File: src/rtl/popcount_unary_ser8_pkg.sv
// popcount_unary_ser8_pkg: shared sizes, FSM state codes and count saturation
// for the unary serialiser.
package popcount_unary_ser8_pkg;

   localparam int WIDTH = 8;                // bits emitted per accepted count
   localparam int CW    = 4;                // count width, 2^CW > WIDTH
   localparam int IDX_W = $clog2(WIDTH);    // bit index within a word

   localparam logic [0:0] ST_IDLE  = 1'b0;
   localparam logic [0:0] ST_SHIFT = 1'b1;

   // true when an offered count cannot be represented in WIDTH bits
   function automatic logic over_width(input logic [CW-1:0] c);
      return {1'b0, c} > (CW+1)'(WIDTH);
   endfunction

   // min(c, WIDTH), compared one bit wider so WIDTH itself never wraps
   function automatic logic [CW-1:0] sat_cnt(input logic [CW-1:0] c);
      return over_width(c) ? CW'(WIDTH) : c;
   endfunction

endpackage

File: src/rtl/popcount_unary_ser8_if.sv
// popcount_unary_ser8_if: count input channel, serial output channel and the
// sticky clamp flag. O_par only exists when POPCOUNT_UNARY_SER8_PAR_EN is defined.
interface popcount_unary_ser8_if;
   import popcount_unary_ser8_pkg::*;

   logic          I_valid;
   logic          I_ready;
   logic [CW-1:0] I;
   logic          O_valid;
   logic          O_ready;
   logic          O;
   logic          O_last;
   logic          clamp;
`ifdef POPCOUNT_UNARY_SER8_PAR_EN
   logic [WIDTH-1:0] O_par;

   modport slave  (input  I_valid, I, O_ready,
                   output I_ready, O_valid, O, O_last, clamp, O_par);
   modport master (output I_valid, I, O_ready,
                   input  I_ready, O_valid, O, O_last, clamp, O_par);
`else
   modport slave  (input  I_valid, I, O_ready,
                   output I_ready, O_valid, O, O_last, clamp);
   modport master (output I_valid, I, O_ready,
                   input  I_ready, O_valid, O, O_last, clamp);
`endif

endinterface

File: src/rtl/popcount_unary_ser8_thermo.sv
// popcount_thermo_dec: count -> thermometer mask, mask[i] = (i < cnt).
module popcount_thermo_dec #(
   parameter int W = 8,
   parameter int C = 4
) (
   input  logic [C-1:0] cnt,
   output logic [W-1:0] mask
);

   // one comparator per bit lane, widened so cnt == W still sets every bit
   for (genvar i = 0; i < W; i++) begin : g_bit
      assign mask[i] = ({1'b0, cnt} > (C+1)'(i));
   end

endmodule

File: src/rtl/popcount_unary_ser8.sv
// popcount_unary_ser8: accepts a count and serialises its WIDTH-bit thermometer
// word LSB first, one bit per O handshake. Optional feature macro
// POPCOUNT_UNARY_SER8_PAR_EN adds the parallel word O_par.
module popcount_unary_ser8
   import popcount_unary_ser8_pkg::*;
(
   input logic                    CLK,
   input logic                    ASYNCRESETN,
   popcount_unary_ser8_if.slave   bus
);

   logic [0:0]       state;
   logic [CW-1:0]    cnt;
   logic [IDX_W-1:0] idx;
   logic             clamp_q;
   logic [WIDTH-1:0] mask;
   logic             shifting;
   logic             accept;

   // mask only changes when cnt is reloaded, so it is stable for the whole word
   popcount_thermo_dec #(.W(WIDTH), .C(CW)) u_dec (
      .cnt  (cnt),
      .mask (mask)
   );

   assign shifting    = (state == ST_SHIFT);
   assign bus.O_valid = shifting;
   assign bus.O       = shifting && mask[idx];
   assign bus.O_last  = shifting && (idx == IDX_W'(WIDTH-1));
   assign bus.clamp   = clamp_q;
   // the only input-to-output path: a new count is taken as the last bit leaves
   assign bus.I_ready = !shifting || (bus.O_ready && bus.O_last);
   assign accept      = bus.I_valid && bus.I_ready;

`ifdef POPCOUNT_UNARY_SER8_PAR_EN
   // cnt is loaded only at accept, so its decode is the word registered at accept
   assign bus.O_par = mask;
`endif

   // FSM: load count on accept, step idx per taken bit, drop to IDLE after last
   always_ff @(posedge CLK or negedge ASYNCRESETN) begin
      if (!ASYNCRESETN) begin
         state <= ST_IDLE;
         cnt   <= '0;
         idx   <= '0;
      end else if (accept) begin
         state <= ST_SHIFT;
         cnt   <= sat_cnt(bus.I);
         idx   <= '0;
      end else if (shifting && bus.O_ready) begin
         if (bus.O_last) begin
            state <= ST_IDLE;
            idx   <= '0;
         end else begin
            idx <= idx + 1'b1;
         end
      end
   end

   // sticky overflow flag, cleared only by reset
   always_ff @(posedge CLK or negedge ASYNCRESETN) begin
      if (!ASYNCRESETN)                      clamp_q <= 1'b0;
      else if (accept && over_width(bus.I))  clamp_q <= 1'b1;
   end

endmodule

File: src/flat_wrapper.sv
// flat-port wrapper written by rule: the top's interface ports become plain ports
module popcount_unary_ser8_flat import popcount_unary_ser8_pkg::*;
  (CLK, ASYNCRESETN, bus_I_valid, bus_I, bus_O_ready, bus_I_ready, bus_O_valid, bus_O, bus_O_last, bus_clamp);
  popcount_unary_ser8_if bus_i ();
  input logic CLK;
  input logic ASYNCRESETN;
  input wire logic [$bits(bus_i.I_valid)-1:0] bus_I_valid;
  input wire logic [$bits(bus_i.I)-1:0] bus_I;
  input wire logic [$bits(bus_i.O_ready)-1:0] bus_O_ready;
  output wire logic [$bits(bus_i.I_ready)-1:0] bus_I_ready;
  output wire logic [$bits(bus_i.O_valid)-1:0] bus_O_valid;
  output wire logic [$bits(bus_i.O)-1:0] bus_O;
  output wire logic [$bits(bus_i.O_last)-1:0] bus_O_last;
  output wire logic [$bits(bus_i.clamp)-1:0] bus_clamp;
  assign bus_i.I_valid = bus_I_valid;
  assign bus_i.I = bus_I;
  assign bus_i.O_ready = bus_O_ready;
  assign bus_I_ready = bus_i.I_ready;
  assign bus_O_valid = bus_i.O_valid;
  assign bus_O = bus_i.O;
  assign bus_O_last = bus_i.O_last;
  assign bus_clamp = bus_i.clamp;
  popcount_unary_ser8 u_core (.CLK(CLK), .ASYNCRESETN(ASYNCRESETN), .bus(bus_i));
endmodule
File: config.mk
export PLATFORM = sky130hd
export DESIGN_NAME = popcount_unary_ser8_flat
export DESIGN_NICKNAME = d
export VERILOG_FILES = /design/src/rtl/popcount_unary_ser8_pkg.sv /design/src/rtl/popcount_unary_ser8_if.sv /design/src/rtl/popcount_unary_ser8_thermo.sv /design/src/rtl/popcount_unary_ser8.sv /design/src/flat_wrapper.sv
export SDC_FILE = /design/constraint.sdc
export NUM_CORES = 1
export LEC_CHECK = 0
export ABC_CLOCK_PERIOD_IN_PS = 1750
export CAP_MARGIN = 10
export CORE_MARGIN = 2
export CORE_UTILIZATION = 34
export DETAILED_ROUTE_END_ITERATION = 16
export HOLD_SLACK_MARGIN = 0.15
export SLEW_MARGIN = 20
export SYNTH_ARGS = -nofsm -noshare
export SYNTH_HDL_FRONTEND = slang
export SYNTH_SLANG_ARGS = --single-unit
File: constraint.sdc
create_clock -name CLK -period 1.75 [get_ports CLK]
set_input_delay 0.175 -clock CLK [delete_from_list [all_inputs] [get_ports CLK]]
set_output_delay 0.175 -clock CLK [all_outputs]
set_load 0.02 [all_outputs]
Word-level counts from Yosys, hierarchy flattened --
Index checks and enable logic that the tools add are counted.
Cells by class: muxes and demuxes 9, add/sub/neg operators 1, equal/unequal tests 1, reduce and logical (&&, ||, !) cells 11, order comparisons 10
Operators by type and width (number):
- 4-bit by 3-bit greater-than comparator with 1-bit output, second input constant | 4
- 3-bit two-way mux | 3
- 4-bit by 1-bit greater-than comparator with 1-bit output, second input constant | 2
- 4-bit by 2-bit greater-than comparator with 1-bit output, second input constant | 2
- 1-bit logical AND | 6
- 4-bit greater-than comparator, second input constant | 1
- 3-bit by 4-bit less-than comparator with 1-bit output, second input constant | 1
- 1-bit two-way mux | 4
- 4-bit two-way mux | 1
- 2-bit nonzero test | 2
- 3-bit by 1-bit adder with 3-bit output, second input constant | 1
- 1-bit binary-select mux with 3-bit select | 1
- 3-bit equality test, second input constant | 1
- 2-bit AND reduction | 1
- 1-bit logical NOT | 1
- 1-bit logical OR | 1
Storage, ports and cells: input bits 8, register bits after elaboration 9, logic and storage cells 36, output and inout bits 5

Logic depth before layout (Yosys ltp) --
Gate-level depths: netlist of the first run.
depth in word-level cells 7, mapped depth 5, mapped depth without buffers 5

Hierarchy --
From an unflattened synthesis of the first run, not the netlist that was laid out.
Unflattened totals: cells, all modules 51, area, all modules 570.5 µm²
By module, submodules not included:
- popcount_unary_ser8 | sequential area each 225.2 µm², area an instance 506.7 µm², cells an instance 42, instances 1
- popcount_thermo_dec | sequential area each 0.0 µm², area an instance 63.8 µm², cells an instance 9, instances 1

Least setup slack after synthesis of the first run --
No wires, ideal clock.
kind reg2reg, from register u_core.idx[0], to register u_core.cnt[0], slack 0.160 ns, data required time 1.625 ns, setup time 0.125 ns, cell stages (with the launch flop) 6, arrival time 1.465 ns, path buffers 0, clock period less this slack 1.590 ns, path through dfrtp_1 > ha_1 > ha_1 > a21bo_4 > nand2_8 > mux2_4
Between the ends: cells in the longest elaborated chain, start to end 5
Ends and longest elaborated chain:
- start: declaration | line popcount_unary_ser8.sv:14 | logic [IDX_W-1:0] idx;
- start signal: assignment | line popcount_unary_ser8.sv:55 | idx <= idx + 1'b1;
- 3-bit equality test | line popcount_unary_ser8.sv:29 | assign bus.O_last = shifting && (idx == IDX_W'(WIDTH-1));
- 1-bit logical AND | line popcount_unary_ser8.sv:29
- 1-bit logical AND | line popcount_unary_ser8.sv:32 | assign bus.I_ready = !shifting || (bus.O_ready && bus.O_last);
- 1-bit logical OR | line popcount_unary_ser8.sv:32
- net bus_I_ready | line flat_wrapper.sv:10 | output wire logic [$bits(bus_i.I_ready)-1:0] bus_I_ready;
- 1-bit logical AND | line popcount_unary_ser8.sv:33 | assign accept = bus.I_valid && bus.I_ready;
- end signal: assignment | line popcount_unary_ser8.sv:48 | cnt <= sat_cnt(bus.I);
- end: declaration | line popcount_unary_ser8.sv:13 | logic [CW-1:0] cnt;
The timed path passes the listed nets, and every way through them passes these cells. A chain may end at the register's enable or synchronous reset.

Worst setup path in the final report of the first run --
from register u_core.idx[0], to output bus_I_ready
Between the ends: cells in the longest elaborated chain, start to end 4
Ends and longest elaborated chain (line):
- 3-bit equality test | popcount_unary_ser8.sv:29
- 1-bit logical AND | popcount_unary_ser8.sv:29
- 1-bit logical AND | popcount_unary_ser8.sv:32
- 1-bit logical OR | popcount_unary_ser8.sv:32
- end: declaration | flat_wrapper.sv:10
Every way passes these cells.

==> results of run 1 <==
## cell type report
cell class	instances	share of cell area (%)
multi-input cells	31	39.3
flip-flops and latches	9	31.4
repair buffers	17	22.0
clock buffers	4	3.66
well taps	15	2.62
inverters	2	1.05
## cell usage in the layout, fill, tap and decap left out
cell type	count
sky130_fd_sc_hd__a21bo_4	1
sky130_fd_sc_hd__a21oi_1	1
sky130_fd_sc_hd__a221oi_1	1
sky130_fd_sc_hd__a22o_1	2
sky130_fd_sc_hd__and2_1	1
sky130_fd_sc_hd__buf_4	5
sky130_fd_sc_hd__clkbuf_1	1
sky130_fd_sc_hd__clkbuf_4	3
sky130_fd_sc_hd__clkdlybuf4s15_1	1
sky130_fd_sc_hd__clkdlybuf4s15_2	1
sky130_fd_sc_hd__clkdlybuf4s50_1	9
sky130_fd_sc_hd__dfrtp_1	9
sky130_fd_sc_hd__dlygate4sd2_1	1
sky130_fd_sc_hd__ha_1	1
sky130_fd_sc_hd__ha_2	1
sky130_fd_sc_hd__inv_1	2
sky130_fd_sc_hd__mux2_2	2
sky130_fd_sc_hd__mux2_4	4
sky130_fd_sc_hd__nand2_1	1
sky130_fd_sc_hd__nand2_8	1
sky130_fd_sc_hd__nand2b_1	1
sky130_fd_sc_hd__nand3b_1	1
sky130_fd_sc_hd__nor2_1	2
sky130_fd_sc_hd__nor2b_1	4
sky130_fd_sc_hd__o21ai_0	2
sky130_fd_sc_hd__o21bai_1	1
sky130_fd_sc_hd__o22ai_1	1
sky130_fd_sc_hd__o2bb2ai_1	1
sky130_fd_sc_hd__o31ai_1	2
## power by group
part	internal (µW)	total, µW	switching (µW)
Combinational	313	556	243
Sequential	297	358	61.0
Clock	88.1	165	76.5
## cell families (layout without fill, tap and decap cells)
group / Yosys count / count (layout) / synth area share [%]
DFF: 9 / 9 / 44.0
and+or+nand+nor: 11 / 11 / 14.9
muxes: 6 / 6 / 16.1
AOI/OAI and AO/OA: 12 / 12 / 18.6
buffers and inverters: 2 / 23 / 1.47
adders and majority gates: 2 / 2 / 4.89
## metal layers
metal / up-vias / wire length [µm]
li1: 201 / -
met1: 176 / 499
met2: 14 / 416
met3: 5 / 66
met4: 0 / 39
met5: - / 0
## registers in the layout, summed over array words and instances (netlist names)
| register | count |
|---|---|
| u_core.bus.O_valid | 1 |
| u_core.bus.clamp | 1 |
| u_core.cnt | 4 |
| u_core.idx | 3 |
## stage by stage
stage               util, %  worst slack, ns  cell area, µm²  power, µW
floorplan                 -            0.160             512        708
global placement       51.0           0.0697             688        920
CTS                    52.8           0.0185             713       1090
finish                 53.1           0.0675             717       1080
detailed placement     51.0           0.0350             688        936
global route           53.1          0.00254             717       1160
## timing repair
action / 4_1_cts / 5_1_grt
setup buffers: 0 / 0
resized for setup: 5 / 2
gates cloned: 0 / 0
endpoints found under the setup margin: 3 / 3
## final timing paths
check | start | end | cells after the start
worst max register to register | u_core.idx[0] | u_core.cnt[0] | 6
worst max-delay path | u_core.idx[0] | bus_I_ready | 4
max in group asynchronous | ASYNCRESETN | u_core.bus.clamp | 1
worst min-delay path | ASYNCRESETN | u_core.idx[2] | 1
min in group CLK | u_core.bus.clamp | u_core.bus.clamp | 1
worst min register to register | u_core.bus.clamp | u_core.bus.clamp | 1
==> impl_metrics.toml, run 1 <==
[routing]
antenna_violating_nets_post_route = 0
firstDrtPassIters = 4
route.vias.total = 396
drt-initial-drc-count = 6
drc = 0
routedWlPerCell_um = 13.1
viasPerCell = 5.08
route.final.wire_length_um = 1020

[logic_synthesis]
yosysTopAreaCell = "sky130_fd_sc_hd__dfrtp_1"
synthTopCellsByArea = "sky130_fd_sc_hd__dfrtp_1, sky130_fd_sc_hd__mux2_4, sky130_fd_sc_hd__ha_1"
synth.avg_cell_area_um2 = 12.2
synth-seq-area-share_pct = 44.0
synth_most_common_cell = "sky130_fd_sc_hd__dfrtp_1"
synth_cells = 42
syn-num-nets = 52
yosysTopAreaCellShare_pct = 44.0
synth_enable_flop_cells = 0
synth_commonest_cells = "sky130_fd_sc_hd__dfrtp_1, sky130_fd_sc_hd__mux2_4, sky130_fd_sc_hd__nor2b_1"
async_flop_share_pct = 100
yosys.cell_types.count = 21
yosys_most_used_dff = "sky130_fd_sc_hd__dfrtp_1"
ys_seq_elements = 9
synthesis.area_um2 = 512
yosysWarnings = 0

[clock_tree]
cts-root-buf = "sky130_fd_sc_hd__clkbuf_4"
hold_buffers = 0
clkLatencyLatePin_ns = 0.27
clk_pin_slew_ns = 0.06
cts_max_path_buffers = 2
numClockSinks = 9
htree_levels = 1
number_of_buffers_created_by_cts = 3
tritoncts_clock_tree = "done"

[sta]
final.period_utilization_pct = 96.1
final-hold-violation-count = 0
setup_violations = 0
achievable-frequency_ghz = 0.594
hold_slack_ns = 0.203
finalSetupTns_ns = 0
finalWorstPathRequiredPeriod_ns = 1.68
fin_skew_ns = 0.00819
least_margin_pin_slew_ns = 0.423
grt_setup_unrepaired = "no"
maxSlewHeadroom_pct = 71.7
finalMaxSlewViolations = 0

[global_route]
total_gr_overflow = 0
initial_antenna_violation_count = 0
grt_util_met3_pct = 6.38
top_usage_layer = "met2"
grt_use_total_pct = 14.1
grt.met1_usage_pct = 17.7
grt_max_degree = 10
grt_first_pass_wirelength_um = 1770
use_met2_pct = 18.2
first_global_vias = 396

[power_and_ir_drop]
power.ir.vdd_worst_mv = 0.691
power_density_nw_per_um2 = 1500
static-leakage-power_uw = 0.000324

[critical_path]
worst-r2r-setup-slack_ns = 0.10
critPathMaxFanout = 3
criticalPathCategory = "reg -> out"
worstPathCellList = "ha_1 > ha_2 > a21bo_4 > clkdlybuf4s15_2"
cpPeakStageDelay_ns = 0.38
cp.buffers_inverters = 1
data_arrival_time_of_the_worst_path_ns = 1.51
critical_path.slowest_cell = "sky130_fd_sc_hd__dfrtp_1"
cp-start-kind = "flop"
cp_top_family = "adder cells"
worstPathRequired_ns = 1.57
critical_path.endpoint_type = "output pin"

[worst_hold_path]
holdCritPathClass = "in -> async"

[floorplanning]
coreArea_um2 = 1350
initial_cell_density_of_the_core_pct = 37.9
ios = 13
placement_rows = 13
fp.dieW_um = 42.8
design.die.area_um2 = 1830
floorplan.die.height_um = 42.8

[final_layout]
area.sequential_um2 = 225
num-fill-cells = 125
final-instance-count-excl-fill = 78
synthToLayoutAreaGrowth_pct = 40.1
multi_input_comb_area_um2 = 282
antenna_cells_inserted = 0
final_layout_size_suffix_gt1_share_pct = 28.6
nets = 74

[job]
reported_max_cap_violation_count = 0

[placed_design]
gp_congestion = 0.763
post-dp-hpwl_um = 819
port_buffers = 12
dp.cells = 74

[status]
run_status = "finished, final reports clean"
Power figures use the tool's default switching activity.
==> run 2, diff against run 1 <==
--- a/config.mk
+++ b/config.mk
@@ -10,6 +10,7 @@
 export CORE_MARGIN = 2
 export CORE_UTILIZATION = 34
 export DETAILED_ROUTE_END_ITERATION = 16
+export GPL_TIMING_DRIVEN = 0
 export HOLD_SLACK_MARGIN = 0.15
 export SLEW_MARGIN = 20
 export SYNTH_ARGS = -nofsm -noshare
==> impl_metrics.toml, run 2 (same netlist as run 1, synthesis figures left out) <==
[final_layout]
largest_registers = "u_core.cnt x4, u_core.idx x3"
layout_common_cells = "sky130_fd_sc_hd__clkdlybuf4s50_1, sky130_fd_sc_hd__dfrtp_1, sky130_fd_sc_hd__nor2b_1, sky130_fd_sc_hd__mux2_4, sky130_fd_sc_hd__clkbuf_4"
finish.instance_area_um2 = 676
final_layout_size_suffix_gt1_share_pct = 25.4
synthToLayoutAreaGrowth_pct = 32.0
finalCoreUtilization_pct = 50.0
largest-register = "u_core.cnt"
antenna_cells_inserted = 0
nets = 70
max_ffs_per_register = 4

[clock_tree]
numClockSinks = 9
number_of_buffers_created_by_cts = 3
hold_buffers = 0
tritoncts_clock_tree = "done"
cts_max_path_buffers = 2
clk_pin_slew_ns = 0.06
cts-root-buf = "sky130_fd_sc_hd__clkbuf_4"
htree_levels = 1
clkLatencyLatePin_ns = 0.26

[routing]
firstDrtPassIters = 2
antenna_violating_nets_post_route = 0
routedWlPerCell_um = 11.4
route.final.wire_length_um = 842
drc = 0
drt-initial-drc-count = 7
viasPerCell = 5.12
route.vias.total = 379

[power_and_ir_drop]
static-leakage-power_uw = 0.000305
power.share.switching_pct = 34.9
total_power_uw = 1020
power_density_nw_per_um2 = 1500
share_seq_of_total_power_pct = 35.3
power.ir.vdd_worst_mv = 0.726
netSwitchingPower_uw = 355
power.internal_uw = 661
combPwrFrac_pct = 49.5
pwr-share-clk_pct = 15.2

[sta]
achievable-frequency_ghz = 0.592
fin_skew_ns = 0.00339
grt_setup_unrepaired = "no"
finalWorstPathRequiredPeriod_ns = 1.69
final.period_utilization_pct = 96.5
maxSlewHeadroom_pct = 74.2
finalMaxSlewViolations = 0
final-hold-violation-count = 0
setup_violations = 0
least_margin_pin_slew_ns = 0.386
hold_slack_ns = 0.204

[placed_design]
post_dp_cell_area_um2 = 651
post-dp-hpwl_um = 677
gp_congestion = 0.625
port_buffers = 12

[critical_path]
criticalPathCategory = "reg -> out"
worstPathCellList = "ha_1 > ha_2 > and2_1 > dlygate4sd2_1"
critical_path.slowest_cell = "sky130_fd_sc_hd__dfrtp_1"
critical_path.endpoint_type = "output pin"
cpPeakStageDelay_ns = 0.39
critPathMaxFanout = 5
cp-start-kind = "flop"
worstPathRequired_ns = 1.57
data_arrival_time_of_the_worst_path_ns = 1.51

[floorplanning]
ios = 13
floorplan.die.height_um = 42.8
coreArea_um2 = 1350
design.die.area_um2 = 1830
placement_rows = 13
fp.dieW_um = 42.8
initial_cell_density_of_the_core_pct = 37.9

[job]
reported_max_cap_violation_count = 0

[global_route]
initial_antenna_violation_count = 0
grt_use_total_pct = 11.1
total_gr_overflow = 0
first_global_vias = 349
grt_max_degree = 10
grt_first_pass_wirelength_um = 1480

[status]
run_status = "finished, final reports clean"

[worst_hold_path]
holdCritPathClass = "in -> async"
## run 2: changes by cell type in the layout (fill, tap and decap cells not counted)
cell	delta
sky130_fd_sc_hd__buf_2	+1
sky130_fd_sc_hd__clkbuf_2	+1
sky130_fd_sc_hd__clkdlybuf4s15_1	-1
sky130_fd_sc_hd__clkdlybuf4s15_2	-1
sky130_fd_sc_hd__buf_4	-4
## run 2: metal layers
metal  share of wire (%)  vias up  GRT usage (%)
li1                    -      191              -
met1                  48      177           15.4
met2                  45       11           14.8
met3                 6.5        0           6.38
met4                   0        0           1.88
met5                   0        -              0
## run 2: through the flow
stage,worst slack [ns],TNS (ns),instances
global route,0.00699,0,74
CTS,0.00783,0,74
detailed placement,-0.0826,-0.0826,69
floorplan,0.160,0,42
global placement,-0.0891,-0.0891,69
finish,0.0611,0,74
## run 2: layout make-up
cell class	count	area, µm²
fillers	131	674
multi-input cells	31	282
flip-flops and latches	9	225
repair buffers	13	116
clock buffers	4	26.3
well taps	15	18.8
inverters	2	7.51
## run 2: worst paths after layout
kind	startpoint	endpoint	slack (ns)	depth (start not counted)
max in group asynchronous	ASYNCRESETN	u_core.bus.O_valid	1.27	1
hold reg to reg	u_core.bus.clamp	u_core.bus.clamp	0.48	1
hold / removal	ASYNCRESETN	u_core.idx[2]	0.20	1
setup reg to reg	u_core.idx[0]	u_core.cnt[1]	0.20	5
min in group CLK	u_core.bus.clamp	u_core.bus.clamp	0.48	1
setup / recovery	u_core.idx[0]	bus_O_last	0.06	4
## run 2: worst max-delay path, delay by kind of cell (launching register included)
| family | cells | cell delay [ns] |
|---|---|---|
| buffers and inverters | 1 | 0.31 |
| adders and majority gates | 2 | 0.40 |
| and+or+nand+nor | 1 | 0.15 |
| DFF | 1 | 0.39 |
## run 2: power by group through the flow
stage          combinational, µW  sequential [µW]  clock, µW
3_5_place_dp                 507              370          0
5_1_grt                      555              372        172
4_1_cts                      517              360        162
6_report                     503              359        155
3_3_place_gp                 500              369          0
2_1_floorplan                339              369          0
## run 2: timing repair
action,CTS,global route
resized for setup,6,3
setup endpoints to repair,3,2
buffers inserted,1,0
==> run 3, diff against run 2 <==
--- a/config.mk
+++ b/config.mk
@@ -5,6 +5,7 @@
 export SDC_FILE = /design/constraint.sdc
 export NUM_CORES = 1
 export LEC_CHECK = 0
+export ABC_AREA = 1
 export ABC_CLOCK_PERIOD_IN_PS = 1750
 export CAP_MARGIN = 10
 export CORE_MARGIN = 2
==> impl_metrics.toml, run 3 <==
[floorplanning]
ios = 13
initial_cell_density_of_the_core_pct = 37.1
fp.dieW_um = 42.2
design.die.area_um2 = 1780
coreArea_um2 = 1330
placement_rows = 13
floorplan.die.height_um = 42.2

[sta]
achievable-frequency_ghz = 0.607
maxSlewHeadroom_pct = 71.7
grt_setup_unrepaired = "no"
fin_skew_ns = 0.00416
final.period_utilization_pct = 94.2
finalWorstPathRequiredPeriod_ns = 1.65
finalSetupTns_ns = 0
least_margin_pin_slew_ns = 0.422
final-hold-violation-count = 0
finalMaxSlewViolations = 0
setup_violations = 0

[logic_synthesis]
synth_enable_flop_cells = 0
yosysTopAreaCell = "sky130_fd_sc_hd__dfrtp_1"
synth_most_common_cell = "sky130_fd_sc_hd__nand2_1"
synthTopCellsByArea = "sky130_fd_sc_hd__dfrtp_1, sky130_fd_sc_hd__nand2_1, sky130_fd_sc_hd__inv_1"
synthesis.area_um2 = 495
synth_commonest_cells = "sky130_fd_sc_hd__nand2_1, sky130_fd_sc_hd__dfrtp_1, sky130_fd_sc_hd__inv_1"
ys_seq_elements = 9
yosysTopAreaCellShare_pct = 45.5
synth-seq-area-share_pct = 45.5
synth_cells = 61
async_flop_share_pct = 100
yosysWarnings = 0
syn-num-nets = 71
yosys_most_used_dff = "sky130_fd_sc_hd__dfrtp_1"
synth.avg_cell_area_um2 = 8.12
yosys.cell_types.count = 17

[global_route]
grt_max_degree = 10
grt_first_pass_wirelength_um = 1590
first_global_vias = 396
grt_use_total_pct = 12.5
initial_antenna_violation_count = 0
total_gr_overflow = 0

[final_layout]
synthToLayoutAreaGrowth_pct = 31.8
max_ffs_per_register = 4
final-instance-count-excl-fill = 92
layout_common_cells = "sky130_fd_sc_hd__nand2_1, sky130_fd_sc_hd__inv_1, sky130_fd_sc_hd__clkdlybuf4s50_1, sky130_fd_sc_hd__dfrtp_1, sky130_fd_sc_hd__nor2_1"
finalCoreUtilization_pct = 49.0
antenna_cells_inserted = 0
largest_registers = "u_core.cnt x4, u_core.idx x3"
nets = 88
final_common_cell = "sky130_fd_sc_hd__nand2_1"
finish.instance_area_um2 = 653
largest-register = "u_core.cnt"
final_layout_size_suffix_gt1_share_pct = 14.3

[clock_tree]
postcts_setup_bufs = 0
numClockSinks = 9
clk_pin_slew_ns = 0.06
cts-root-buf = "sky130_fd_sc_hd__clkbuf_4"
cts_resized = 3
htree_levels = 1
tritoncts_clock_tree = "done"
hold_buffers = 0
number_of_buffers_created_by_cts = 3
cts_max_path_buffers = 2
clkLatencyLatePin_ns = 0.26

[placed_design]
post_dp_cell_area_um2 = 634
post-dp-hpwl_um = 724
dp.cells = 88
port_buffers = 12
gp_congestion = 0.686

[power_and_ir_drop]
static-leakage-power_uw = 0.000346
power.ir.vdd_worst_mv = 0.546
power_density_nw_per_um2 = 1340

[routing]
viasPerCell = 4.74
drc = 0
drt-initial-drc-count = 6
route.final.wire_length_um = 902
firstDrtPassIters = 4
routedWlPerCell_um = 9.80
antenna_violating_nets_post_route = 0
route.vias.total = 436

[critical_path]
cp-start-kind = "flop"
critical_path.endpoint_type = "output pin"
cp-startpoint = "u_core.idx[1]"
worstPathRequired_ns = 1.57
data_arrival_time_of_the_worst_path_ns = 1.47
criticalPathCategory = "reg -> out"
r2r-start = "u_core.idx[1]"
critPathMaxFanout = 4

[worst_hold_path]
holdCritPathClass = "in -> async"

[job]
reported_max_cap_violation_count = 0

[status]
run_status = "finished, final reports clean"
==> run 3: cell types whose count changed in the layout (fill, tap and decap cells not counted), sizes merged, moves of 3 or more <==
cell | previous run | this run
nor2 | 2 | 5
inv | 2 | 10
nor2b | 4 | 0
mux2 | 6 | 0
nand2 | 2 | 23
==> run 3: path summary, 6_finish.rpt <==
path                       cells past startpoint                to  slack, ns
hold / removal                                 1     u_core.cnt[3]       0.22
min in group CLK                               3     u_core.cnt[2]       0.48
hold reg to reg                                1  u_core.bus.clamp       0.48
setup reg to reg                               8     u_core.cnt[1]       0.42
setup / recovery                               5        bus_O_last       0.10
max in group asynchronous                      1     u_core.idx[0]       1.23
==> run 3: layer usage <==
layer  vias to the layer above  routed length [µm]  global-route usage [%]  share of wire, %
met5                         -                   0                       0                 0
met4                         0                   8                    5.63              0.89
met3                         2                  58                    6.47               6.4
met2                        14                 423                    20.0                47
met1                       197                 410                    13.5                45
li1                        223                   -                       -                 -
==> run 3: power breakdown <==
| part | switching, µW | total [µW] | internal [µW] |
|---|---|---|---|
| Sequential | 56.0 | 350 | 294 |
| Clock | 67.9 | 156 | 87.6 |
| Combinational | 201 | 366 | 166 |
==> run 3: worst max-delay path, stage by stage, from the launching register on <==
cell and delay, ns:
sky130_fd_sc_hd__dfrtp_1 0.40, sky130_fd_sc_hd__ha_1 0.19, sky130_fd_sc_hd__ha_1 0.21, sky130_fd_sc_hd__nand2_1 0.07, sky130_fd_sc_hd__inv_1 0.03, sky130_fd_sc_hd__dlygate4sd2_1 0.30
==> run 3: per-stage QoR <==
step	hold WS [ns]	setup slack [ns]	total power [µW]
after floorplan	-0.121	0.480	597
after global placement	0.462	0.0822	736
after CTS	0.227	0.0108	890
after detailed placement	0.466	0.0751	744
final	0.220	0.102	872
after global routing	0.251	0.00535	967
==> run 3: logic make-up after synthesis <==
group	Yosys count	share of synthesized area (%)
AOI/OAI and AO/OA	8	9.85
buffers and inverters	11	9.85
adders and majority gates	2	5.05
DFF	9	45.5
and+or+nand+nor	31	29.8
==> run 3: layout make-up <==
cell class | count | area [µm²]
inverters | 10 | 37.5
well taps | 15 | 18.8
plain buffers | 1 | 11.3
repair buffers | 12 | 113
fillers | 145 | 681
multi-input cells | 41 | 221
clock buffers | 4 | 26.3
flip-flops and latches | 9 | 225
==> variant: new RTL, flow settings as in run 1 <==
The package constant `WIDTH` goes from 8 to 16.
--- a/src/rtl/popcount_unary_ser8_pkg.sv
+++ b/src/rtl/popcount_unary_ser8_pkg.sv
@@ -2,7 +2,7 @@
 // for the unary serialiser.
 package popcount_unary_ser8_pkg;
 
-   localparam int WIDTH = 8;                // bits emitted per accepted count
+   localparam int WIDTH = 16;                // bits emitted per accepted count
    localparam int CW    = 4;                // count width, 2^CW > WIDTH
    localparam int IDX_W = $clog2(WIDTH);    // bit index within a word
 
Check against the original RTL: not equivalent (Yosys sat finds a counterexample within 4 cycles, from zero or initial values and one cycle with ASYNCRESETN low).
==> variant against run 1 <==
- cell area shrank 3.7%
- first-iteration DRC count grew 130%
- total power fell by 4.1%
- critical path depth unchanged
- wire length increased by 5.7%
- worst setup slack improved by 0.0067 ns
- clock skew down 0.0042 ns
- synthesized area is 1.5% higher
- sequential cell count unchanged
- largest power group unchanged
==> variant: results (changes against run 1) <==
clock_network:
  cts.path.max_buffers: 2  # unchanged
  htree_num_levels: 1  # unchanged
  post_cts.repair.setup_buffers: 0  # unchanged
  cts.root.buffer_cell: "sky130_fd_sc_hd__clkbuf_4"
  worst_skew_pair.late_latency_ns: 0.26
  cts-resized-gates: 6  # +1
  tritoncts.num_buffers: 3  # unchanged
  cts.reportedPaths.clkPinSlew_ns: 0.06  # about the same
placed_design:
  globalplace.congestion: 0.842  # +10%
  dpl_cell_area_um2: 669  # -2.7%
  post-place-ws_ns: -0.0653  # -0.100 ns
  place.detailed.hpwl_um: 835  # +2.0%
  io_buffers: 11  # -1
status:
  status: "complete, no violations"
logic_synthesis:
  synth_sequential_area_ratio_pct: 43.4  # -0.64 points
  yosys-top-cells-count: "9 x sky130_fd_sc_hd__dfrtp_1, 4 x sky130_fd_sc_hd__mux2_1, 4 x sky130_fd_sc_hd__nand3_1"
  syn-num-nets: 60  # +15%
  synth_cell_type_count: 27  # +29%
  ys_async_sr_fraction_pct: 100  # unchanged
  synth_top_cells_by_area: "sky130_fd_sc_hd__dfrtp_1 43%, sky130_fd_sc_hd__mux2_1 8.7%, sky130_fd_sc_hd__nand3_1 3.9%"
grt:
  gr-usage-met2_pct: 22.4  # +4.2 points
  grt_util_met3_pct: 1.70  # -4.7 points
  grtUsageTotal_pct: 14.3  # +0.18 points
  grt_pass1_wl_mm: 1.90  # +7.0%
  fraction_of_met1_tracks_used_by_global_routing_pct: 17.6  # -0.12 points
detailed_routing:
  drt_iter0_markers: 14  # +8
  maxUsedRoutingLayer: "met4"
  vias: 434  # +9.6%
  post_drt_wl_per_cell_um: 12.8  # -1.9%
  dr_wl_met2_um: 519  # +25%
  detailroute.wirelength.met3_um: 67  # +1.5%
  routedLengthMet1_um: 473  # -5.2%
critical_path:
  r2r_slack_ns: 0.14  # +0.04 ns
  timing.rr.end: "u_core.cnt[2]"
  worstPathMaxFanout: 2  # -1
  worstRegToRegCells: 5  # -1
  reg2reg_from: "u_core.idx[1]"
timing:
  worst_hold_slack_across_all_endpoints_ns: 0.208  # +0.00405 ns
  finClkSkew_ns: 0.00404  # -0.00415 ns
cells_and_area:
  final_net_count: 78  # +5.4%
  nFillCells: 158  # +26%
  drive_gt1_share_pct: 19.1  # -9.5 points
power_and_ir_drop:
  static-leakage-power_nw: 0.323  # -0.25%
  ir_drop_v: 0.000770  # +11%
floorplanning:
  core_area_mm2: 0.00147  # +9.0%
[variant: area by class of cell]
| class | instances | share of cell area, % |
|---|---|---|
| clock buffers | 4 | 3.80 |
| inverters | 3 | 1.63 |
| multi-input cells | 36 | 38.4 |
| flip-flops and latches | 9 | 32.6 |
| well taps | 16 | 2.90 |
| repair buffers | 16 | 20.7 |
[variant: cell families after synthesis]
logic type                 synth area share (%)
AOI/OAI and AO/OA                          14.5
xor gates and xnor gates                   1.69
adders and majority gates                  4.34
DFF                                        43.4
buffers and inverters                      5.54
other                                     0.722
and+or+nand+nor                            21.2
muxes                                      8.67
[variant: through the flow]
step,utilization (%),instances,power [mW]
global placement,45.5,80,0.863
finish,46.9,84,1.03
floorplan,-,51,0.703
global route,46.9,84,1.12
detailed placement,45.5,80,0.881
CTS,46.8,84,1.02
[variant: how the worst max path moves through the flow]
stage	start	to	slack (ns)	cells past startpoint
after CTS	u_core.idx[0]	bus_O_last	0.002	4
after floorplan	u_core.idx[0]	u_core.cnt[0]	0.38	4
after global placement	u_core.cnt[0]	bus_O	-0.05	4
final	u_core.cnt[0]	bus_O	0.07	4
after global routing	u_core.cnt[0]	bus_O	0.02	4
after detailed placement	u_core.cnt[0]	bus_O	-0.07	4
[variant: power breakdown]
part           switching [mW]  internal [mW]  total (mW)
logic                   0.212          0.262       0.474
registers              0.0999          0.302       0.402
clock network          0.0705         0.0877       0.158
total                   0.382          0.652        1.03
[variant: worst max-delay path, cell delays in order (launching register included)]
cell	delay, ns
sky130_fd_sc_hd__dfrtp_1	0.37
sky130_fd_sc_hd__nor2b_1	0.13
sky130_fd_sc_hd__maj3_1	0.34
sky130_fd_sc_hd__o221a_2	0.28
sky130_fd_sc_hd__buf_6	0.13
